### config.mk
export PLATFORM = sky130hd
export DESIGN_NAME = uart_rx
export DESIGN_NICKNAME = d
export VERILOG_FILES = /design/src/rtl/uart_rx.sv
export SDC_FILE = /design/constraint.sdc
export NUM_CORES = 1
export LEC_CHECK = 0
export BUFFER_PORTS_ARGS = -buffer_cell sky130_fd_sc_hd__buf_2
export CORE_MARGIN = 1.5
export CORE_UTILIZATION = 45
export DETAILED_ROUTE_END_ITERATION = 6
export PLACE_DENSITY = 0.65
export REMOVE_ABC_BUFFERS = 1
export SETUP_SLACK_MARGIN = 0.15
export SLEW_MARGIN = 40
export SYNTH_ARGS = -nofsm -noshare
export SYNTH_HDL_FRONTEND = slang
export SYNTH_SLANG_ARGS = --single-unit
### constraint.sdc
create_clock -name clk -period 2.2 [get_ports clk]
set_input_delay 0 -clock clk [delete_from_list [all_inputs] [get_ports clk]]
set_output_delay 0 -clock clk [all_outputs]
set_load 0.02 [all_outputs]
### src/rtl/uart_rx.sv
// -----------------------------------------------------------------------------
// uart_rx -- UART receiver, counterpart of uart_tx.
//
// Turns an asynchronous serial line (8N1 by default) into bytes on clk.
// Each good byte is presented on uart_rx_data with a one-cycle
// uart_rx_valid strobe. A bad stop bit (or a bad parity bit) produces a
// one-cycle uart_rx_ferr strobe instead. There is no FIFO: the consumer
// must take each byte before the next one arrives.
//
// Optional feature macro: UART_RX_PARITY_EN
//   undefined : 8N1 frame (start, 8 data LSB first, stop)
//   defined   : 8E1 frame (start, 8 data, even parity, stop)
//
// Parameters
//   BIT_RATE       line rate in bits/s
//   CLK_HZ         clk frequency in Hz
//
// Ports
//   clk            in   1  system clock
//   resetn         in   1  asynchronous active-low reset
//   uart_rxd       in   1  asynchronous serial line, idles high
//   uart_rx_en     in   1  receiver enable; low aborts any frame in flight
//   uart_rx_data   out  8  last good byte, held until the next good byte
//   uart_rx_valid  out  1  one-cycle strobe: uart_rx_data is new
//   uart_rx_busy   out  1  high while the receiver is not idle
//   uart_rx_ferr   out  1  one-cycle strobe: framing or parity error
// -----------------------------------------------------------------------------
module uart_rx #(
  parameter int BIT_RATE = 115200,
  parameter int CLK_HZ   = 16_000_000
) (
  input  logic       clk,
  input  logic       resetn,
  input  logic       uart_rxd,
  input  logic       uart_rx_en,
  output logic [7:0] uart_rx_data,
  output logic       uart_rx_valid,
  output logic       uart_rx_busy,
  output logic       uart_rx_ferr
);

  localparam int CYC_BIT  = CLK_HZ / BIT_RATE;
  localparam int CYC_HALF = CYC_BIT / 2;
  localparam int CW       = $clog2(CYC_BIT);

  localparam logic [CW-1:0] C_BIT_LAST  = CW'(CYC_BIT - 1);
  localparam logic [CW-1:0] C_HALF_LAST = CW'(CYC_HALF - 1);

`ifdef UART_RX_PARITY_EN
  typedef enum logic [2:0] {
    S_IDLE    = 3'd0,
    S_START   = 3'd1,
    S_DATA    = 3'd2,
    S_PAR     = 3'd3,
    S_STOP    = 3'd4,
    S_WAIT_HI = 3'd5
  } state_t;

  // Even parity: the parity bit equals the XOR of the data bits.
  function automatic logic f_even_parity(input logic [7:0] d);
    return ^d;
  endfunction
`else
  typedef enum logic [2:0] {
    S_IDLE    = 3'd0,
    S_START   = 3'd1,
    S_DATA    = 3'd2,
    S_STOP    = 3'd4,
    S_WAIT_HI = 3'd5
  } state_t;
`endif

  state_t        r_state;
  logic [CW-1:0] r_cyc;
  logic [2:0]    r_bit;
  logic [7:0]    r_shift;
  logic [7:0]    r_data;
  logic          r_valid;
  logic          r_ferr;
  logic          r_sync1;
  logic          r_sync2;
  logic          w_rxs;
`ifdef UART_RX_PARITY_EN
  logic          r_par_err;
`endif

  assign w_rxs         = r_sync2;
  assign uart_rx_data  = r_data;
  assign uart_rx_valid = r_valid;
  assign uart_rx_ferr  = r_ferr;
  // Decoded straight from the state register, so it is glitch-free.
  assign uart_rx_busy  = (r_state != S_IDLE);

  // Two-flop synchroniser for the asynchronous line; resets to idle-high.
  always_ff @(posedge clk or negedge resetn) begin
    if (!resetn) begin
      r_sync1 <= 1'b1;
      r_sync2 <= 1'b1;
    end else begin
      r_sync1 <= uart_rxd;
      r_sync2 <= r_sync1;
    end
  end

  // Receive FSM: frame sequencing, bit sampling and output strobes.
  always_ff @(posedge clk or negedge resetn) begin
    if (!resetn) begin
      r_state   <= S_IDLE;
      r_cyc     <= '0;
      r_bit     <= 3'd0;
      r_shift   <= 8'h00;
      r_data    <= 8'h00;
      r_valid   <= 1'b0;
      r_ferr    <= 1'b0;
`ifdef UART_RX_PARITY_EN
      r_par_err <= 1'b0;
`endif
    end else begin
      // Strobes are single-cycle unless re-asserted below.
      r_valid <= 1'b0;
      r_ferr  <= 1'b0;

      if ((r_state != S_IDLE) && !uart_rx_en) begin
        // Disable mid-frame: drop the frame silently, keep the last byte.
        r_state <= S_IDLE;
        r_cyc   <= '0;
        r_bit   <= 3'd0;
      end else begin
        case (r_state)
          S_IDLE: begin
            r_cyc <= '0;
            r_bit <= 3'd0;
            if (uart_rx_en && !w_rxs) begin
              r_state <= S_START;
            end else begin
              r_state <= S_IDLE;
            end
          end

          S_START: begin
            // Re-check the start bit at its middle to reject short glitches.
            if (r_cyc == C_HALF_LAST) begin
              r_cyc <= '0;
              if (!w_rxs) begin
                r_state <= S_DATA;
              end else begin
                r_state <= S_IDLE;
              end
            end else begin
              r_cyc <= r_cyc + 1'b1;
            end
          end

          S_DATA: begin
            // Counting starts at the start-bit middle, so every sample is mid-bit.
            if (r_cyc == C_BIT_LAST) begin
              r_cyc   <= '0;
              r_shift <= {w_rxs, r_shift[7:1]};
              r_bit   <= r_bit + 3'd1;
              if (r_bit == 3'd7) begin
`ifdef UART_RX_PARITY_EN
                r_state <= S_PAR;
`else
                r_state <= S_STOP;
`endif
              end else begin
                r_state <= S_DATA;
              end
            end else begin
              r_cyc <= r_cyc + 1'b1;
            end
          end

`ifdef UART_RX_PARITY_EN
          S_PAR: begin
            // Remember a parity mismatch; it is reported once the stop bit is in.
            if (r_cyc == C_BIT_LAST) begin
              r_cyc     <= '0;
              r_par_err <= (w_rxs != f_even_parity(r_shift));
              r_state   <= S_STOP;
            end else begin
              r_cyc <= r_cyc + 1'b1;
            end
          end
`endif

          S_STOP: begin
            // Leaving at mid-stop means the next start edge can't be missed.
            if (r_cyc == C_BIT_LAST) begin
              r_cyc <= '0;
              if (w_rxs) begin
                r_state <= S_IDLE;
`ifdef UART_RX_PARITY_EN
                if (r_par_err) begin
                  r_ferr <= 1'b1;
                end else begin
                  r_data  <= r_shift;
                  r_valid <= 1'b1;
                end
`else
                r_data  <= r_shift;
                r_valid <= 1'b1;
`endif
              end else begin
                r_ferr  <= 1'b1;
                r_state <= S_WAIT_HI;
              end
            end else begin
              r_cyc <= r_cyc + 1'b1;
            end
          end

          S_WAIT_HI: begin
            // A held-low line (break) must return high before a new frame.
            r_cyc <= '0;
            if (w_rxs) begin
              r_state <= S_IDLE;
            end else begin
              r_state <= S_WAIT_HI;
            end
          end

          default: begin
            r_state <= S_IDLE;
            r_cyc   <= '0;
            r_bit   <= 3'd0;
          end
        endcase
      end
    end
  end

endmodule

# Yosys cells after proc, flatten, opt, wreduce, memory -nomap -nowiden
# Index checks and enable logic that the tools add are counted.
[classes] n_eq_ne=11 muxes=24 n_reduce_logical=12 add_sub_neg=2 n_bitwise=1
[ops] op="two-way mux 3 bit" count=8
[ops] op="two-way mux 8 bit" count=3
[ops] op="case mux 8 bit (2 select lines)" count=1
[ops] op="case mux 3 bit (5 select lines)" count=1
[ops] op="equality test 3 bit, second input constant" count=3
[ops] op="two-way mux 1 bit" count=9
[ops] op="inequality test 3 bit, second input constant" count=3
[ops] op="adder 8 x 1 -> 8 bit, second input constant" count=1
[ops] op="equality test 8 x 7 -> 1 bit, second input constant" count=1
[ops] op="equality test 8 bit, second input constant" count=1
[ops] op="case mux 3 bit (2 select lines)" count=1
[ops] op="AND reduction 3 bit" count=2
[ops] op="AND reduction 4 bit" count=1
[ops] op="adder 3 x 1 -> 3 bit, second input constant" count=1
[ops] op="equality test 3 x 1 -> 1 bit, second input constant" count=1
[ops] op="equality test 3 x 2 -> 1 bit, second input constant" count=1
[ops] op="logical NOT 3 bit" count=1
[ops] op="nonzero test 3 bit" count=1
[ops] op="OR reduction 3 bit" count=1
[ops] op="logical AND 1 bit" count=2
[ops] op="logical NOT 1 bit" count=2
[ops] op="two-way mux 2 bit" count=1
[ops] op="inequality test 2 x 1 -> 1 bit, second input constant" count=1
[ops] op="AND reduction 2 bit" count=1
[ops] op="other kinds (2)" count=2
[word_totals] in_bits=4 out_inout_bits=11 register_bits=34 word_cells=59

# Logic depth before layout (Yosys ltp)
[logic_depth] ltp_word=5 mapped_depth=7 mapped_depth_nobuf=6

# Worst setup path after synthesis
# Ideal clock, no wire load.
[synth_timing] path_type="reg2reg" from="register r_cyc[2]" to="register r_data[0] (netlist: uart_rx_data[0])" stages_incl_launch_ff=6 setup_time_ps=125 synth_period_minus_slack_ps=1905 arrival_time_ps=1780 path_buffers=1 required_ps=2075 slack_ps=295 path_cell_list="dfrtp_1 -> or4b_4 -> nor2_8 -> and3_4 -> buf_12 -> mux2_4"
[synth_between] elab_chain_cells=2
[synth_lines] item="start, declared" line_no="74" text="logic [CW-1:0] r_cyc;"
[synth_lines] item="start signal, assigned" line_no="150" text="r_cyc <= r_cyc + 1'b1;"
[synth_lines] item="start signal, assigned" line_no="170" text="r_cyc <= r_cyc + 1'b1;"
[synth_lines] item="start signal, assigned" line_no="209" text="r_cyc <= r_cyc + 1'b1;"
[synth_lines] item="equality test 8 bit" line_no="189" text="if (r_cyc == C_BIT_LAST) begin"
[synth_lines] item="AND reduction 4 bit (no line)"
[synth_lines] item="end signal, assigned" line_no="201" text="r_data <= r_shift;"
[synth_lines] item="end, declared" line_no="77" text="logic [7:0] r_data;"
# Every way passes these cells.
# A chain may end at the register's enable or synchronous reset.

# Worst setup path after layout
[layout_timing] from="register r_cyc[2]" to="register r_data[1] (netlist: uart_rx_data[1])"
# Same word-level chain as after synthesis.

==> summary.txt <==
STA
  • Fin. max-slew vios: 0
  • Max-slew headroom: 72.0%
  • Setup TNS Final: 0 ps
  • Worst-Margin Slew: 420 ps
  • Fin crit period: 1990 ps
  • FMAX: 504 MHz
  • Final setup vio count: 0
  • Final hold viol count: 0
  • RSZ-0062 raised after global routing: no
  • Final period util: 90.3%
  • Max Clock Skew: ~7.6 ps

Placed design
  • Buffers on Ports: 14
  • Inst Count DP: 186
  • HPWL Detailed: 1760 um
  • Final RePlAce weighted congestion: between 0.8 and 0.9
  • Placed cell areas: roughly 0.0017 mm2

Die
  • Initial core utilization: 47.2%
  • # rows: 21
  • Core area: between 0.003 and 0.004 mm2
  • Die Area: 0.00390 mm2
  • I/O pin cnt: 15
  • Die Ht: 62.4 um
  • Die Width: around 62 um

Layout
  • Post-Layout Cell Count: 197
  • # diodes: 0
  • Nets@finish: 159
  • Area Growth Syn to Fin: 13.1%
  • Commonest non-fill, non-tap cell in the layout: dfrtp_1
  • Fillcell total: about 320
  • Finished Cell Area: 0.00180 mm2
  • Share of cells above drive strength 1: 32.5%
  • Most frequent cells in the layout: dfrtp_1, nor2_1, buf_2

Logic synthesis
  • Post-Synthesis Cells: 127
  • Synth warn: 0
  • Post-synth cell types: 35
  • Synthesized area per cell: around 13 um2
  • Sequential-to-total area share from yosys stat: 53.7%
  • #FFs+latches synth: 34
  • Syn Std Cell Area: between 0.0015 and 0.002 mm2
  • Main synth FF type: dfrtp_1
  • Post-synth EDFFs: 0
  • Ys async rst share: 100%

Clock tree
  • Max Buffers Root-to-Sink: 2
  • # resized after CTS: 0
  • Clk root buf: clkbuf_4
  • Clock slew at reported path FFs: 100 ps
  • Total CTS buffers: 5
  • CTS tree: yes
  • H-tree depth: 2
  • CTS Sinks: 34
  • Clock latency at the later pin of the worst-skew pair: roughly 330 ps

Critical path
  • Crit path required time: 2430 ps
  • Setup CP Type: register to register
  • Max FO, Critical Path: 9
  • CP Launch Type: register
  • WP data arrival: 2210 ps
  • Setup crit end kind: register

Global routing
  • Initial antenna violation count: 0
  • GRT Resource Usage Total: roughly 15%
  • Largest net degree at the start of global routing: 35
  • Vias in the first global route: 1,024
  • First-pass GRT wire length: ~4700 um
  • Grt ovf: 0

Drt
  • DR WL/cell: 12.9 um
  • Detailed Route WL: 2550 um
  • Vias per std cell: 5.02
  • Routed Antenna Nets: 0
  • Initial DRC Count: 23
  • Drt pass-1 iters: 4
  • Total DRC errors in the routed layout: 0
  • Via Count: 988

Power
  • Leak: 0.000906 uW
  • PD cells: 706 mW/mm2
  • Max rail drop VDD: 0.376 mV
  • Pwr Total: 1270 uW

Outcome
  • Outcome: complete, no violations

Flow run
  • Max_cap viols: 0

Worst hold path
  • HP Class: input port to asynchronous set/reset pin
[final cells by class]
| class | count | area [um2] | share of cell area [%] |
|---|---|---|---|
| Inverter | 5 | 18.8 | 1.04 |
| Clock buffer | 6 | 51.3 | 2.86 |
| Multi-Input combinational cell | 86 | 693 | 38.6 |
| Timing Repair Buffer | 18 | 110 | 6.13 |
| Sequential cell | 34 | 853 | 47.5 |
| Clock inverter | 2 | 12.5 | 0.696 |
| Tap cell | 46 | 57.6 | 3.20 |
[sequential cells by signal (all words and copies together), names as in the netlist]
| register | count |
|---|---|
| uart_rx_data | 8 |
| r_cyc | 8 |
| r_sync2 | 1 |
| uart_rx_valid | 1 |
| uart_rx_ferr | 1 |
| r_bit | 3 |
| r_sync1 | 1 |
| r_state | 3 |
| r_shift | 8 |
[Yosys cell counts, drive strengths merged (2+ instances only)]
| cell | count | share of area [%] |
|---|---|---|
| nand3 | 6 | 1.9 |
| inv | 5 | 1.2 |
| mux2i | 2 | 1.3 |
| dfrtp | 32 | 50 |
| nor3b | 2 | 0.94 |
| xor2 | 5 | 2.8 |
| and3 | 5 | 2.4 |
| mux2 | 16 | 13 |
| dfstp | 2 | 3.3 |
| nor2 | 17 | 5.0 |
| ha | 5 | 3.9 |
| o21ai | 5 | 1.6 |
| nand3b | 2 | 0.94 |
| xnor2 | 3 | 1.7 |
| nand2 | 5 | 1.3 |
[power by group]
part           switching (uW)  internal (uW)  total, uW
combinational             119           90.8        210
clock                     213            154        366
sequential               38.8            653        692
total                     370            898       1270
[worst max-delay path: stages, from the launching register on]
cell and delay, ps:
dfrtp_1 460, or4b_4 610, nor2_8 180, and3_4 320
mux2_4 310
[per-stage QoR]
| step | hold WS, ps | utilization [%] | setup WS (ps) |
|---|---|---|---|
| 2_1_floorplan | -296 | - | 322 |
| 3_3_place_gp | 99.8 | 50.6 | 257 |
| 3_5_place_dp | 109 | 50.6 | 224 |
| 4_1_cts | 287 | 53.3 | 213 |
| 5_1_grt | 168 | 53.4 | 159 |
| 6_report | 141 | 53.4 | 214 |
[logic make-up after synthesis]
family                     after synthesis  synth area share (%)
buffers and inverters                    7                  2.68
adders and majority gates                5                  3.94
AOI/OAI and AO/OA                       11                  4.88
and+or+nand+nor                         44                  15.9
muxes                                   18                  14.5
xor gates and xnor gates                 8                  4.41
DFF                                     34                  53.7
[layer usage]
| layer | GRT usage, % | share of wire [%] |
|---|---|---|
| met5 | 0 | 0 |
| met4 | 5.83 | 1.1 |
| met3 | 5.59 | 4.2 |
| met2 | 24.1 | 46 |
| met1 | 19.3 | 48 |
[timing repair]
action	in CTS	in global routing
hold buffers	3	0
hold endpoints to repair	34	0
setup buffers	0	0
[final timing paths]
path	from	end	slack, ps	cells past startpoint
max reg2reg	r_cyc[2]$_DFF_PN0_	uart_rx_data[1]$_DFFE_PN0P_	210	4
max in group asynchronous	resetn	r_sync1$_DFF_PN1_	1720	2
max	r_cyc[2]$_DFF_PN0_	uart_rx_data[1]$_DFFE_PN0P_	210	4
min in group clk	uart_rxd	r_sync1$_DFF_PN1_	300	2
min reg2reg	r_sync1$_DFF_PN1_	r_sync2$_DFF_PN1_	360	0
min	resetn	r_cyc[3]$_DFF_PN0_	140	2
(Power assumes the default switching activity.)
